<file path="src/rtl/register_file_if.sv">
// Bus bundle for the register file: one write port, two read ports,
// plus the valid-tracking status outputs.
interface register_file_if #(
   parameter int WIDTH = 8,
   parameter int NREGS = 4
);
   localparam int AW = $clog2(NREGS);

   logic             EI;
   logic [AW-1:0]    WA;
   logic [WIDTH-1:0] D;
   logic [AW-1:0]    RA;
   logic [AW-1:0]    RB;
   logic [WIDTH-1:0] QA;
   logic [WIDTH-1:0] QB;
   logic             VA;
   logic             VB;
   logic [NREGS-1:0] valid;
   logic [AW:0]      wcount;

   modport master (
      output EI, WA, D, RA, RB,
      input  QA, QB, VA, VB, valid, wcount
   );

   modport slave (
      input  EI, WA, D, RA, RB,
      output QA, QB, VA, VB, valid, wcount
   );
endinterface

</file>
<file path="src/rtl/register_file.sv">
// NREGS x WIDTH register file: one synchronous write port, two combinational
// read ports with optional write-through, per-register valid bits and a count.
module register_file #(
   parameter int WIDTH   = 8,
   parameter int NREGS   = 4,
   parameter int ZERO_R0 = 0,
   parameter int BYPASS  = 1
) (
   input logic             clk,
   input logic             reset,
   register_file_if.slave  bus
);
   localparam int AW = $clog2(NREGS);
   localparam logic [AW:0] ONE = {{AW{1'b0}}, 1'b1};

   logic [WIDTH-1:0] r_mem [NREGS];
   logic [NREGS-1:0] r_valid;
   logic [AW:0]      r_wcount;

   logic w_hitZero;
   logic w_writeOk;
   logic w_bypassA;
   logic w_bypassB;

   // A hardwired register 0 swallows writes and is never a bypass source.
   assign w_hitZero = (ZERO_R0 != 0) && (bus.WA == '0);
   assign w_writeOk = bus.EI && !reset && !w_hitZero;
   assign w_bypassA = (BYPASS != 0) && w_writeOk && (bus.RA == bus.WA);
   assign w_bypassB = (BYPASS != 0) && w_writeOk && (bus.RB == bus.WA);

   always_ff @(posedge clk) begin
      if (reset) begin
         for (int i = 0; i < NREGS; i++) begin
            r_mem[i] <= '0;
         end
         r_valid    <= '0;
         r_valid[0] <= (ZERO_R0 != 0);
         r_wcount   <= (ZERO_R0 != 0) ? ONE : '0;
      end else if (w_writeOk) begin
         r_mem[bus.WA]   <= bus.D;
         r_valid[bus.WA] <= 1'b1;
         if (!r_valid[bus.WA]) begin
            r_wcount <= r_wcount + ONE;
         end
      end
   end

   assign bus.QA     = w_bypassA ? bus.D : r_mem[bus.RA];
   assign bus.QB     = w_bypassB ? bus.D : r_mem[bus.RB];
   assign bus.VA     = w_bypassA | r_valid[bus.RA];
   assign bus.VB     = w_bypassB | r_valid[bus.RB];
   assign bus.valid  = r_valid;
   assign bus.wcount = r_wcount;
endmodule

</file>
<file path="src/flat_wrapper.sv">
// flat-port wrapper written by rule: the top's interface ports become plain ports
module register_file_flat 
#(
   parameter int WIDTH   = 8,
   parameter int NREGS   = 4,
   parameter int ZERO_R0 = 0,
   parameter int BYPASS  = 1
)
  (clk, reset, bus_EI, bus_WA, bus_D, bus_RA, bus_RB, bus_QA, bus_QB, bus_VA, bus_VB, bus_valid, bus_wcount);
  register_file_if #(.WIDTH(WIDTH), .NREGS(NREGS)) bus_i ();
  input logic clk;
  input logic reset;
  input wire logic [$bits(bus_i.EI)-1:0] bus_EI;
  input wire logic [$bits(bus_i.WA)-1:0] bus_WA;
  input wire logic [$bits(bus_i.D)-1:0] bus_D;
  input wire logic [$bits(bus_i.RA)-1:0] bus_RA;
  input wire logic [$bits(bus_i.RB)-1:0] bus_RB;
  output wire logic [$bits(bus_i.QA)-1:0] bus_QA;
  output wire logic [$bits(bus_i.QB)-1:0] bus_QB;
  output wire logic [$bits(bus_i.VA)-1:0] bus_VA;
  output wire logic [$bits(bus_i.VB)-1:0] bus_VB;
  output wire logic [$bits(bus_i.valid)-1:0] bus_valid;
  output wire logic [$bits(bus_i.wcount)-1:0] bus_wcount;
  assign bus_i.EI = bus_EI;
  assign bus_i.WA = bus_WA;
  assign bus_i.D = bus_D;
  assign bus_i.RA = bus_RA;
  assign bus_i.RB = bus_RB;
  assign bus_QA = bus_i.QA;
  assign bus_QB = bus_i.QB;
  assign bus_VA = bus_i.VA;
  assign bus_VB = bus_i.VB;
  assign bus_valid = bus_i.valid;
  assign bus_wcount = bus_i.wcount;
  register_file #(.WIDTH(WIDTH), .NREGS(NREGS), .ZERO_R0(ZERO_R0), .BYPASS(BYPASS)) u_core (.clk(clk), .reset(reset), .bus(bus_i));
endmodule
</file>
<file path="config.mk">
export PLATFORM = sky130hd
export DESIGN_NAME = register_file_flat
export DESIGN_NICKNAME = d
export VERILOG_FILES = /design/src/rtl/register_file_if.sv /design/src/rtl/register_file.sv /design/src/flat_wrapper.sv
export SDC_FILE = /design/constraint.sdc
export NUM_CORES = 1
export LEC_CHECK = 0
export CAP_MARGIN = 40
export CORE_UTILIZATION = 45
export CTS_BUF_LIST = sky130_fd_sc_hd__clkbuf_16
export CTS_CLUSTER_SIZE = 16
export DETAILED_ROUTE_END_ITERATION = 10
export PLACE_DENSITY = 0.7
export SYNTH_ARGS = -nofsm -noshare
export SYNTH_HDL_FRONTEND = slang
export SYNTH_SLANG_ARGS = --single-unit
</file>
<file path="constraint.sdc">
create_clock -name clk -period 2.2 [get_ports clk]
set_clock_uncertainty 0.05 [all_clocks]
set_input_delay 0.22 -clock clk [delete_from_list [all_inputs] [get_ports clk]]
set_output_delay 0.22 -clock clk [all_outputs]
set_load 0.02 [all_outputs]
</file>
==> qor.yml, run 1 <==
dp_slack_ns: -0.3003
finalWorstSetupSlack_ns: 0.07158
whs_ns: 0.4175
instances_no_fill: 292
portBuffers: 41
end_kind: "output port"
yosysWarnings: 0
comb_power_share: 0.233
avgSynthCellArea_um2: 13.39
synth-async-reset-ratio: 0
clock.fmax_mhz: 469.8
min_period_ns: 2.128
power.share.clock: 0.327
ys_seq_area_frac: 0.4867
path_clk_slew_ns: 0.05
cts_made_buffers: 5
gp_congestion: 0.8372
wl_per_cell_um: 18.62
drive_above_1_share: 0.3022
min_period_over_period: 0.9675
clk_latency_ns: 0.27
nNetsFinal: 243
start_kind: "input pin"
ys_types: 32
drt_pass1_iterations: 4
seqPwrFrac: 0.440
critPathKind: "input pin to output port"
dieArea_um2: 5314
syn-instance-count: 169
antenna_found_initial: 0
synth_top_flop_cell: "edfxtp_1"
hold_class: "flop to flop"
swShare: 0.2521
worstMarginPinSlew_ns: 0.4387
final-hold-violation-count: 0
p_total_mw: 2.029
p_per_area_nw_per_um2: 671.7
post_cts_buffers: 0
cts-htree-levels: 2
area_delta_synth_final_pct: 33.52
core-area_um2: 4786
clockBufferDepth: 2
cts_sinks: 39
required_ns: 1.93
p_leak_nw: 1.253
status: "finished, final reports clean"
die_y_um: 72.90
arrival_ns: 1.86
p_switching_mw: 0.5115
rrSetupSlack_ns: 0.93
rsz0062_at_grt: "no"
grt_pass1_wl_mm: 8.673
drcViolationCount: 0
grt_overflow: 0
finalSetupViolations: 0
num_rows: 25
ant_nets: 0
grt_pass1_vias: 1655
cts_hold_buf: 0
die_w_um: 72.90
cts_root_buf: "clkbuf_16"
dr.first_iter.drc_count: 56
ios: 42
dp_hpwl_mm: 3.832
synth_nets: 187
path_max_fanout: 6
drv_slew: 0
viasPerCell: 5.298
cts_tree: "built"
netlist_area_um2: 2262
fin_util: 0.6311
grt_util_all_layers: 0.2382
relSlewSlack: 0.7075
grt_max_degree: 15
ys_seq_elements: 39
n_antenna_cell: 0
synth-edff-count: 32
ir_drop_mv: 0.5984
internal_power_mw: 1.517
post-place-cells: 283
start_util: 0.4727
final_common_cell: "edfxtp_1"
layout_common_cells: "edfxtp_1, nor2_1, clkdlybuf4s50_1"
wl_mm: 5.436
cap_violations: 0
vias: 1547
## synth_stat cells, types with 4 or more instances
master | count | area, µm²
buf_6 | 4 | 45.04
clkbuf_1 | 4 | 15.01
dfxtp_1 | 7 | 140.1
edfxtp_1 | 32 | 960.9
inv_1 | 10 | 37.54
mux2_2 | 15 | 168.9
mux2i_1 | 4 | 40.04
mux4_2 | 16 | 360.4
nand2_1 | 10 | 37.54
nand2b_1 | 4 | 25.02
nor2_1 | 29 | 108.9
## sequential cells by signal, summed over array words and instances, names as in the netlist
register,cells
u_core.bus.valid,4
u_core.bus.wcount,3
u_core.r_mem,32
## worst max-delay path, cell delays in order
cell and delay, ns:
clkdlybuf4s50_1 0.54, buf_4 0.20, mux4_2 0.31, mux2_2 0.27, dlygate4sd2_1 0.32
## kinds of logic after synthesis
logic type,count (synthesis),share of synthesized area
AND/OR/NAND/NOR,54,0.1139
multiplexers,39,0.2882
flip-flops,39,0.4867
buffers and inverters,22,0.05420
AO/OA/AOI/OAI,10,0.03263
XOR/XNOR,4,0.01881
adder cells (fa/ha/maj),1,0.005530
## timing repair
action | in CTS | in global routing
resized for setup | 25 | 3
endpoints found under the setup margin | 18 | 3
gates cloned | 2 | 0
## routing by layer
| layer | track usage | routed length [µm] |
|---|---|---|
| met4 | 0.09586 | 87 |
| met5 | 0 | 0 |
| met3 | 0.06354 | 212 |
| met1 | 0.2777 | 2253 |
| met2 | 0.4174 | 2882 |
## through the flow
step / area [µm²] / TNS (ns)
2_1_floorplan: 2262 / 0
3_3_place_gp: 2831 / -4.531
3_5_place_dp: 2831 / -4.787
4_1_cts: 3015 / 0
5_1_grt: 3020 / 0
6_report: 3020 / 0
## layout make-up
class | instances | area, µm²
sequential | 39 | 1101
tap | 67 | 83.83
clock buffer | 5 | 125.1
multi-input combinational | 108 | 1044
inverter | 10 | 37.54
timing repair buffer | 61 | 620.6
fill | 381 | 1765
clock inverter | 2 | 8.758
## power by group through the flow
stage	combinational, mW	sequential (mW)	clock, mW
after floorplan	0.278	0.907	0
after global placement	0.482	0.897	0
after detailed placement	0.491	0.907	0
after CTS	0.478	0.892	0.670
after global routing	0.504	0.900	0.712
final	0.474	0.892	0.663
## final timing paths
| kind | startpoint | to | cells after the start |
|---|---|---|---|
| worst min-delay path | u_core.bus.wcount[2] | u_core.bus.wcount[2] | 1 |
| worst max-delay path | bus_RB[1] | bus_QB[2] | 5 |
| worst min register to register | u_core.bus.wcount[2] | u_core.bus.wcount[2] | 1 |
| worst max register to register | u_core.bus.valid[3] | u_core.bus.wcount[1] | 3 |
Note: power is estimated with default switching activity, not from simulation.
==> run 2, diff against run 1 <==
==> constraint.sdc (replaced) <==
create_clock -name clk -period 2.25 [get_ports clk]
set_clock_uncertainty 0.05 [all_clocks]
set_input_delay 0.225 -clock clk [delete_from_list [all_inputs] [get_ports clk]]
set_output_delay 0.225 -clock clk [all_outputs]
set_load 0.02 [all_outputs]
==> qor.yml, run 2 (synthesis gave the netlist of run 1 again) <==
wl_per_cell_um: 18.92
min_period_over_period: 0.9731
status: "finished, final reports clean"
clockBufferDepth: 2
finalSetupTns_ns: 0
antenna_found_initial: 0
p_leak_nw: 1.232
post-place-cells: 283
largest_reg_flops: 32
portBuffers: 41
crit_family: "buffers and inverters"
clock.fmax_mhz: 456.7
grt_util_all_layers: 0.2325
cap_violations: 0
crit_buf_inv: 3
gp_congestion: 0.8372
arrival_ns: 1.91
crit_top_cell: "dlygate4sd2_1"
worstMarginPinSlew_ns: 0.4325
rsz0062_at_grt: "no"
layout_common_cells: "edfxtp_1, nor2_1, clkdlybuf4s50_1"
min_period_ns: 2.189
clk_latency_ns: 0.28
ir_drop_mv: 0.5832
ios: 42
viasPerCell: 5.341
p_per_area_nw_per_um2: 662.5
required_ns: 1.98
dp_hpwl_mm: 3.832
drive_above_1_share: 0.3407
end_kind: "output port"
rrSetupSlack_ns: 0.98
dp_slack_ns: -0.2603
core-area_um2: 4786
num_rows: 25
path_cells: "dlygate4sd2_1, bufbuf_16, mux4_2, mux2_2, dlygate4sd2_1"
area_delta_synth_final_pct: 32.19
grt_overflow: 0
fillCellCount: 392
cts-htree-levels: 2
start_kind: "input pin"
path_clk_slew_ns: 0.05
cts_tree: "built"
wl_mm: 5.544
die_w_um: 72.90
dieArea_um2: 5314
finalWorstSetupSlack_ns: 0.06052
grt_max_degree: 15
dr.first_iter.drc_count: 71
grt_pass1_vias: 1628
drt_pass1_iterations: 4
drcViolationCount: 0
nNetsFinal: 244
cp_slowest_stage_delay_ns: 0.48
grt_pass1_wl_mm: 8.507
critPathKind: "input pin to output port"
final-hold-violation-count: 0
relSlewSlack: 0.7117
cts_sinks: 39
final_common_cell: "edfxtp_1"
die_y_um: 72.90
n_antenna_cell: 0
cts_root_buf: "clkbuf_16"
finalSetupViolations: 0
drv_slew: 0
instances_no_fill: 293
hold_class: "flop to flop"
ant_nets: 0
path_max_fanout: 5
start_util: 0.4727
worst_path_max_delay_cell: "mux4_2"
vias: 1565
regMostFlops: "u_core.r_mem"
cts_made_buffers: 5
## run 2: changes by cell type in the layout (fill, tap and decap cells not counted)
cell,delta
clkdlybuf4s15_2,+1
bufbuf_16,-1
clkbuf_16,+1
clkdlybuf4s50_1,+1
dlygate4sd2_1,-7
buf_4,+1
nor2b_4,-1
clkbuf_2,+7
clkdlybuf4s15_1,-2
nor2b_2,+1
## run 2: metal layers
layer,share of wire,vias to the layer above,track usage
met4,0.017,0,0.08497
met5,0,-,0
met3,0.044,9,0.05939
li1,-,738,-
met1,0.40,773,0.2758
met2,0.53,45,0.4081
## run 2: path summary, 6_finish.rpt
| path | from | to | cells after the start |
|---|---|---|---|
| setup reg to reg | u_core.bus.valid[1] | u_core.bus.wcount[1] | 3 |
| hold / removal | u_core.bus.wcount[2] | u_core.bus.wcount[2] | 1 |
| hold reg to reg | u_core.bus.wcount[2] | u_core.bus.wcount[2] | 1 |
| setup / recovery | bus_RB[0] | bus_QB[1] | 5 |
## run 2: stage by stage
step	area, µm²	util	hold slack [ns]	power, mW
6_report	2990	0.6248	0.4175	1.981
5_1_grt	2990	0.6248	0.4795	2.060
4_1_cts	2990	0.6248	0.4200	1.991
3_5_place_dp	2831	0.5916	0.4093	1.367
3_3_place_gp	2831	0.5916	0.3974	1.348
2_1_floorplan	2262	-	0.3969	1.159
## run 2: power by group
part / total (mW) / switching (mW) / internal (mW)
Clock: 0.649 / 0.252 / 0.397
Combinational: 0.458 / 0.219 / 0.239
Sequential: 0.874 / 0.0330 / 0.841
## run 2: what timing repair did
item	CTS	global route
hold buffers	0	0
buffers inserted	0	1
gates cloned	1	1
hold endpoints to repair	0	0
gates resized for setup	32	8
endpoints found under the setup margin	18	8
## run 2: cell type report
type | instances | area, µm² | area share
Tap cell | 67 | 83.83 | 0.02803
Clock inverter | 2 | 8.758 | 0.002929
Clock buffer | 5 | 125.1 | 0.04184
Sequential cell | 39 | 1101 | 0.3682
Inverter | 10 | 37.54 | 0.01255
Timing Repair Buffer | 62 | 595.6 | 0.1992
Multi-Input combinational cell | 108 | 1039 | 0.3473
